**config.mk**
```make
export PLATFORM = sky130hd
export DESIGN_NAME = alu_seq_ctrl
export DESIGN_NICKNAME = d
export VERILOG_FILES = /design/src/rtl/alu_seq_pkg.sv /design/src/rtl/alu_seq_ctrl_alu2.sv /design/src/rtl/alu_seq_ctrl.sv
export SDC_FILE = /design/constraint.sdc
export NUM_CORES = 1
export LEC_CHECK = 0
export ABC_CLOCK_PERIOD_IN_PS = 5600
export BUFFER_PORTS_ARGS = -buffer_cell sky130_fd_sc_hd__buf_2
export CAP_MARGIN = 20
export CORE_UTILIZATION = 50
export CTS_CLUSTER_DIAMETER = 30
export DETAILED_ROUTE_END_ITERATION = 10
export GPL_TIMING_DRIVEN = 1
export PLACE_DENSITY_LB_ADDON = 0.1
export REMOVE_ABC_BUFFERS = 1
export SYNTH_ARGS = -nofsm -noshare
export SYNTH_HDL_FRONTEND = slang
export SYNTH_SLANG_ARGS = --single-unit
```
**constraint.sdc**
```tcl
create_clock -name clk -period 5.6 [get_ports clk]
set_input_delay 0.84 -clock clk [delete_from_list [all_inputs] [get_ports clk]]
set_output_delay 0.84 -clock clk [all_outputs]
set_load 0.03 [all_outputs]
```
**src/rtl/alu_seq_pkg.sv**
```systemverilog
// Shared types and constants for the ALU sequencer: opcodes, FSM states,
// request source encoding and the auto-requester LFSR definition.
package alu_seq_pkg;

  typedef enum logic [1:0] {
    OP_AND = 2'b00,
    OP_OR  = 2'b01,
    OP_ADD = 2'b10,
    OP_SUB = 2'b11
  } alu_op_e;

  typedef enum logic [1:0] {
    ST_IDLE = 2'b00,
    ST_EXEC = 2'b01,
    ST_SHOW = 2'b10
  } seq_state_e;

  typedef enum logic {
    SRC_MAN  = 1'b0,
    SRC_AUTO = 1'b1
  } src_e;

  localparam int                LFSR_W    = 6;
  localparam logic [LFSR_W-1:0] LFSR_SEED = 6'b000001;

  // One step of the auto-requester LFSR: shift left, feed back bit5 ^ bit4.
  function automatic logic [LFSR_W-1:0] lfsr_next(input logic [LFSR_W-1:0] s);
    return {s[4:0], s[5] ^ s[4]};
  endfunction

endpackage

```
**src/rtl/alu_seq_ctrl_alu2.sv**
```systemverilog
// Purely combinational 2-bit ALU with a 3-bit result.
// AND/OR are zero-extended, ADD is the full 3-bit sum, SUB returns
// {borrow, difference mod 4}.
module alu2
  import alu_seq_pkg::*;
(
  input  logic [1:0] a,
  input  logic [1:0] b,
  input  logic [1:0] op,
  output logic [2:0] y
);

  logic [1:0] diff;

  assign diff = a - b;

  // Select the result for the requested opcode.
  always_comb begin
    y = 3'b000;
    case (op)
      OP_AND:  y = {1'b0, a & b};
      OP_OR:   y = {1'b0, a | b};
      OP_ADD:  y = {1'b0, a} + {1'b0, b};
      OP_SUB:  y = {a < b, diff};
      default: y = 3'b000;
    endcase
  end

endmodule

```
**src/rtl/alu_seq_ctrl.sv**
```systemverilog
// Sequencer/arbiter for the shared 2-bit ALU feeding the display path.
// Grants one request at a time (manual switches or the LFSR auto requester),
// executes it on a single alu2 and presents the result for DWELL cycles.
// Handshake: man_req is a level held by the requester; man_ack is a
// one-cycle pulse after the granting edge, and the requester drops man_req
// on seeing it. auto_en is a level that is always pending while high.
// ena low freezes every register, including a pending man_ack pulse.
// Build option: define ALU_SEQ_MAN_PRIO_EN for strict manual priority
// instead of round-robin arbitration.
module alu_seq_ctrl
  import alu_seq_pkg::*;
#(
  parameter int DWELL   = 100,
  parameter int DWELL_W = 8
) (
  input  logic       clk,
  input  logic       rst_n,
  input  logic       ena,
  input  logic       man_req,
  input  logic [1:0] man_a,
  input  logic [1:0] man_b,
  input  logic [1:0] man_op,
  output logic       man_ack,
  input  logic       auto_en,
  output logic [2:0] res,
  output logic       res_src,
  output logic       res_valid,
  output logic       busy,
  output logic [1:0] dbg_state
);

  if (DWELL < 1) begin : g_bad_dwell
    $error("alu_seq_ctrl: DWELL must be at least 1");
  end
  if (DWELL > (2 ** DWELL_W)) begin : g_bad_dwell_w
    $error("alu_seq_ctrl: DWELL_W too narrow for DWELL");
  end

  seq_state_e        state;
  seq_state_e        state_next;
  logic [LFSR_W-1:0] lfsr;
  logic [DWELL_W-1:0] cnt;
  logic [1:0]        opnd_a;
  logic [1:0]        opnd_b;
  logic [1:0]        opnd_op;
  src_e              opnd_src;
  logic [2:0]        alu_y;
  logic              grant_man;
  logic              grant_auto;

`ifndef ALU_SEQ_MAN_PRIO_EN
  src_e              last_grant;
`endif

  alu2 u_alu2 (
    .a  (opnd_a),
    .b  (opnd_b),
    .op (opnd_op),
    .y  (alu_y)
  );

  // State register.
  always_ff @(posedge clk or negedge rst_n) begin
    if (!rst_n) begin
      state <= ST_IDLE;
    end else if (ena) begin
      state <= state_next;
    end
  end

  // Next-state logic: IDLE -> EXEC on a grant, EXEC -> SHOW, SHOW -> IDLE when the dwell expires.
  always_comb begin
    state_next = state;
    case (state)
      ST_IDLE: if (grant_man || grant_auto) state_next = ST_EXEC;
      ST_EXEC: state_next = ST_SHOW;
      ST_SHOW: if (cnt == '0) state_next = ST_IDLE;
      default: state_next = ST_IDLE;
    endcase
  end

  // Arbitration strobes: only IDLE grants; a sole requester always wins.
  always_comb begin
    grant_man  = 1'b0;
    grant_auto = 1'b0;
    if (state == ST_IDLE) begin
`ifdef ALU_SEQ_MAN_PRIO_EN
      grant_man  = man_req;
      grant_auto = auto_en && !man_req;
`else
      if (man_req && auto_en) begin
        grant_man  = (last_grant == SRC_AUTO);
        grant_auto = (last_grant == SRC_MAN);
      end else begin
        grant_man  = man_req;
        grant_auto = auto_en;
      end
`endif
    end
  end

`ifndef ALU_SEQ_MAN_PRIO_EN
  // Round-robin memory: remembers who won the last grant; first tie goes to manual.
  always_ff @(posedge clk or negedge rst_n) begin
    if (!rst_n) begin
      last_grant <= SRC_AUTO;
    end else if (ena) begin
      if (grant_man)       last_grant <= SRC_MAN;
      else if (grant_auto) last_grant <= SRC_AUTO;
    end
  end
`endif

  // Grant side: ack pulse, operand capture and LFSR advance on auto grants.
  always_ff @(posedge clk or negedge rst_n) begin
    if (!rst_n) begin
      man_ack  <= 1'b0;
      lfsr     <= LFSR_SEED;
      opnd_a   <= 2'b00;
      opnd_b   <= 2'b00;
      opnd_op  <= 2'b00;
      opnd_src <= SRC_MAN;
    end else if (ena) begin
      man_ack <= grant_man;
      if (grant_man) begin
        opnd_a   <= man_a;
        opnd_b   <= man_b;
        opnd_op  <= man_op;
        opnd_src <= SRC_MAN;
      end else if (grant_auto) begin
        opnd_a   <= lfsr[1:0];
        opnd_b   <= lfsr[3:2];
        opnd_op  <= lfsr[5:4];
        opnd_src <= SRC_AUTO;
        lfsr     <= lfsr_next(lfsr);
      end
    end
  end

  // Result side: register the ALU output in EXEC and time the dwell in SHOW.
  always_ff @(posedge clk or negedge rst_n) begin
    if (!rst_n) begin
      res       <= 3'b000;
      res_src   <= 1'b0;
      res_valid <= 1'b0;
      cnt       <= '0;
    end else if (ena) begin
      case (state)
        ST_EXEC: begin
          res       <= alu_y;
          res_src   <= opnd_src;
          res_valid <= 1'b1;
          cnt       <= DWELL_W'(DWELL - 1);
        end
        ST_SHOW: begin
          if (cnt == '0) res_valid <= 1'b0;
          else           cnt       <= cnt - 1'b1;
        end
        default: ;
      endcase
    end
  end

  assign busy      = (state != ST_IDLE);
  assign dbg_state = state;

endmodule

```
==> impl_results.md <==
- Max stage delay cell, worst path: dfrtp_1
- Chip Width: 58.33 um
- Peak VDD IR: 0.0002359 V
- Cell family with most CP delay: flip-flops
- Area Overhead vs Synth: 11.51%
- Status: finished clean
- Sequential share of the synthesized area: 0.4748
- Vias in the first global route: 1146
- Clock skew: 0.009478 ns
- Crit-path cells: nor2_1 -> inv_1 -> buf_2
- GRT overflow: 0
- Achievable Freq: 448.8 MHz
- Yosys warns: 0
- CTS tree: built
- Iteration-0 DRC count of the detailed router: 56
- PD cells: 414.5 nW/um2
- GR Util All Layers: 0.2084
- Max-cap violations: 0
- First-pass detailed-route iteration total: 4
- Commonest non-fill, non-tap cell in the layout: dfrtp_1
- Share of flip-flops with an asynchronous set or reset: 1.000
- Final hold vios: 0
- Critical Path Start Type: register
- Placed Instances: 216
- Seq cells post-synth: 30
- CTS root buffer: clkbuf_4
- Antenna cells: 0
- Worst Setup SP: dbg_state[1]
- Final worst path period share: 0.3979
- Setup Buffers After CTS: 0
- Crit path kind: register to output pin
- Vias per std cell: 5.353
- Leakage: 0.8777 nW
- Initial antenna violation count: 0
- Clk buf depth: 2
- Setup crit end kind: output pin
- Syn avg cell area: 10.04 um2
- CP max FO: 11
- Commonest non-fill, non-tap cells in the layout: 28 x dfrtp_1, 27 x nand2_1, 19 x buf_2, 15 x inv_1, 13 x o21ai_0
- Reg clk slew, reported paths: 0.09 ns
- Final wirelength: 2904 um
- Die height: 58.33 um
- Critical path's largest stage delay: 0.49 ns
- Max Slew Vio Count: 0
- RSZ-0062 raised after global routing: false
- CTS Buf Count: 5
- Wire per inst: 12.96 um
- Largest net degree at the start of global routing: 31
- Ys flop type: dfrtp_1
- Post-CTS Resized: 0
- Relative max-transition margin: 0.4072
- Post-DRT Antenna Nets: 0
- Nets: 199
- Cell Count, Final, Fillers Out: 224
- Number of synthesized flops with an enable pin: 0
- Final min period: 2.228 ns
- Setup violators final: 0
- Share of layout cells above drive strength 1: 0.2000
- Core box area: 3028 um2
- Row Count: 20
- FILL cells: 270
- Port bufs: 19
- DR vias: 1199
- Hpwl dp: 2239 um
- Die area: 3402 um2
- Power Total: 0.7333 mW
- Cts hold-fix bufs: 0
- Global-route wire length before repair: 5271 um
- Post-Syn Area: 1587 um2
- Arrival @ worst endpoint: 1.39 ns
- Final WS setup: 3.372 ns
- Pre-CTS worst setup slack: 3.347 ns
- Syn Inst Count: 158
- Least-Margin Pin Slew: 0.8854 ns
- Setup TNS: 0 ns
- GP Congestion: 0.8995
- WP buf/inv: 2
- H-tree Lvls: 2
- DR DRC count: 0
- CP required: 4.76 ns
- Clock sink count: 30
- HP Class: register to register
- Top-level port count: 20
- Clk_lat worst skew: 0.32 ns
- Initial Utilization: 0.5240
- R2R Path Start: cnt[0]
- Min-delay src: last_grant
- Synth unique cells: 35
Yosys cell counts (3+ instances only):
| cell type | instances | area (um2) |
|---|---|---|
| mux2_2 | 6 | 67.56 |
| nand2_1 | 27 | 101.4 |
| or4_1 | 3 | 22.52 |
| ha_1 | 7 | 87.58 |
| mux2i_1 | 9 | 90.09 |
| nor2_1 | 3 | 11.26 |
| o21ai_0 | 13 | 65.06 |
| nand3_1 | 5 | 25.02 |
| a21oi_1 | 7 | 35.03 |
| dfrtp_1 | 28 | 700.7 |
| inv_1 | 15 | 56.30 |
cells by family (layout without fill, tap and decap cells):
family          count (synthesis)  after routing  synth area share
compound gates                 30             30            0.1120
xor+xnor                        2              2           0.01104
fa+ha+maj                       9              9           0.08044
buf+inv                        20             42           0.05283
flops                          30             30            0.4748
mux                            16             16            0.1136
simple gates                   51             51            0.1554
through the flow:
step	hold WS (ns)	utilization	instance area, um2
final	0.4727	0.5843	1769
after global routing	0.5006	0.5843	1769
after CTS	0.4756	0.5843	1769
after detailed placement	0.4587	0.5645	1709
after global placement	0.4477	0.5645	1709
after floorplan	0.4386	-	1559
flip-flops by register name, indices dropped and copies added (netlist names):
signal,flops
res_valid,1
res_src,1
res,3
opnd_b,2
opnd_src,1
last_grant,1
dbg_state,2
man_ack,1
opnd_op,2
lfsr,6
opnd_a,2
cnt,8
power by group:
part           internal (mW)  switching (mW)
combinational         0.0978           0.157
sequential             0.275          0.0740
clock                 0.0608          0.0690
area by class of cell:
cell class                 count  area, um2  share of cell area
clock buffer                   7      55.05             0.03112
inverter                      15      56.30             0.03182
tap                           44      55.05             0.03112
multi-input combinational    108      749.5              0.4236
timing repair buffer          19      95.09             0.05375
sequential                    30      753.2              0.4257
clock inverter                 1      5.005            0.002829
per-layer routing:
layer / vias up / track usage / part of all wire
met1: 569 / 0.2937 / 0.50
met4: 0 / 0.04082 / 0.0045
met2: 31 / 0.3202 / 0.46
met3: 2 / 0.06813 / 0.043
met5: - / 0 / 0
li1: 597 / - / -
worst paths after layout:
check / to / slack [ns] / cells after the start
max: busy / 3.37 / 3
min: last_grant / 0.47 / 2
max reg2reg: cnt[4] / 3.58 / 6
min reg2reg: last_grant / 0.47 / 2
max in group asynchronous: res[0] / 4.62 / 1
min in group asynchronous: res[1] / 0.55 / 1
worst min-delay path, stage by stage (launching register included):
cell and delay, ns:
dfstp_2 0.38, nand2_1 0.05, nand2_1 0.05
Power figures use the tool's default switching activity.
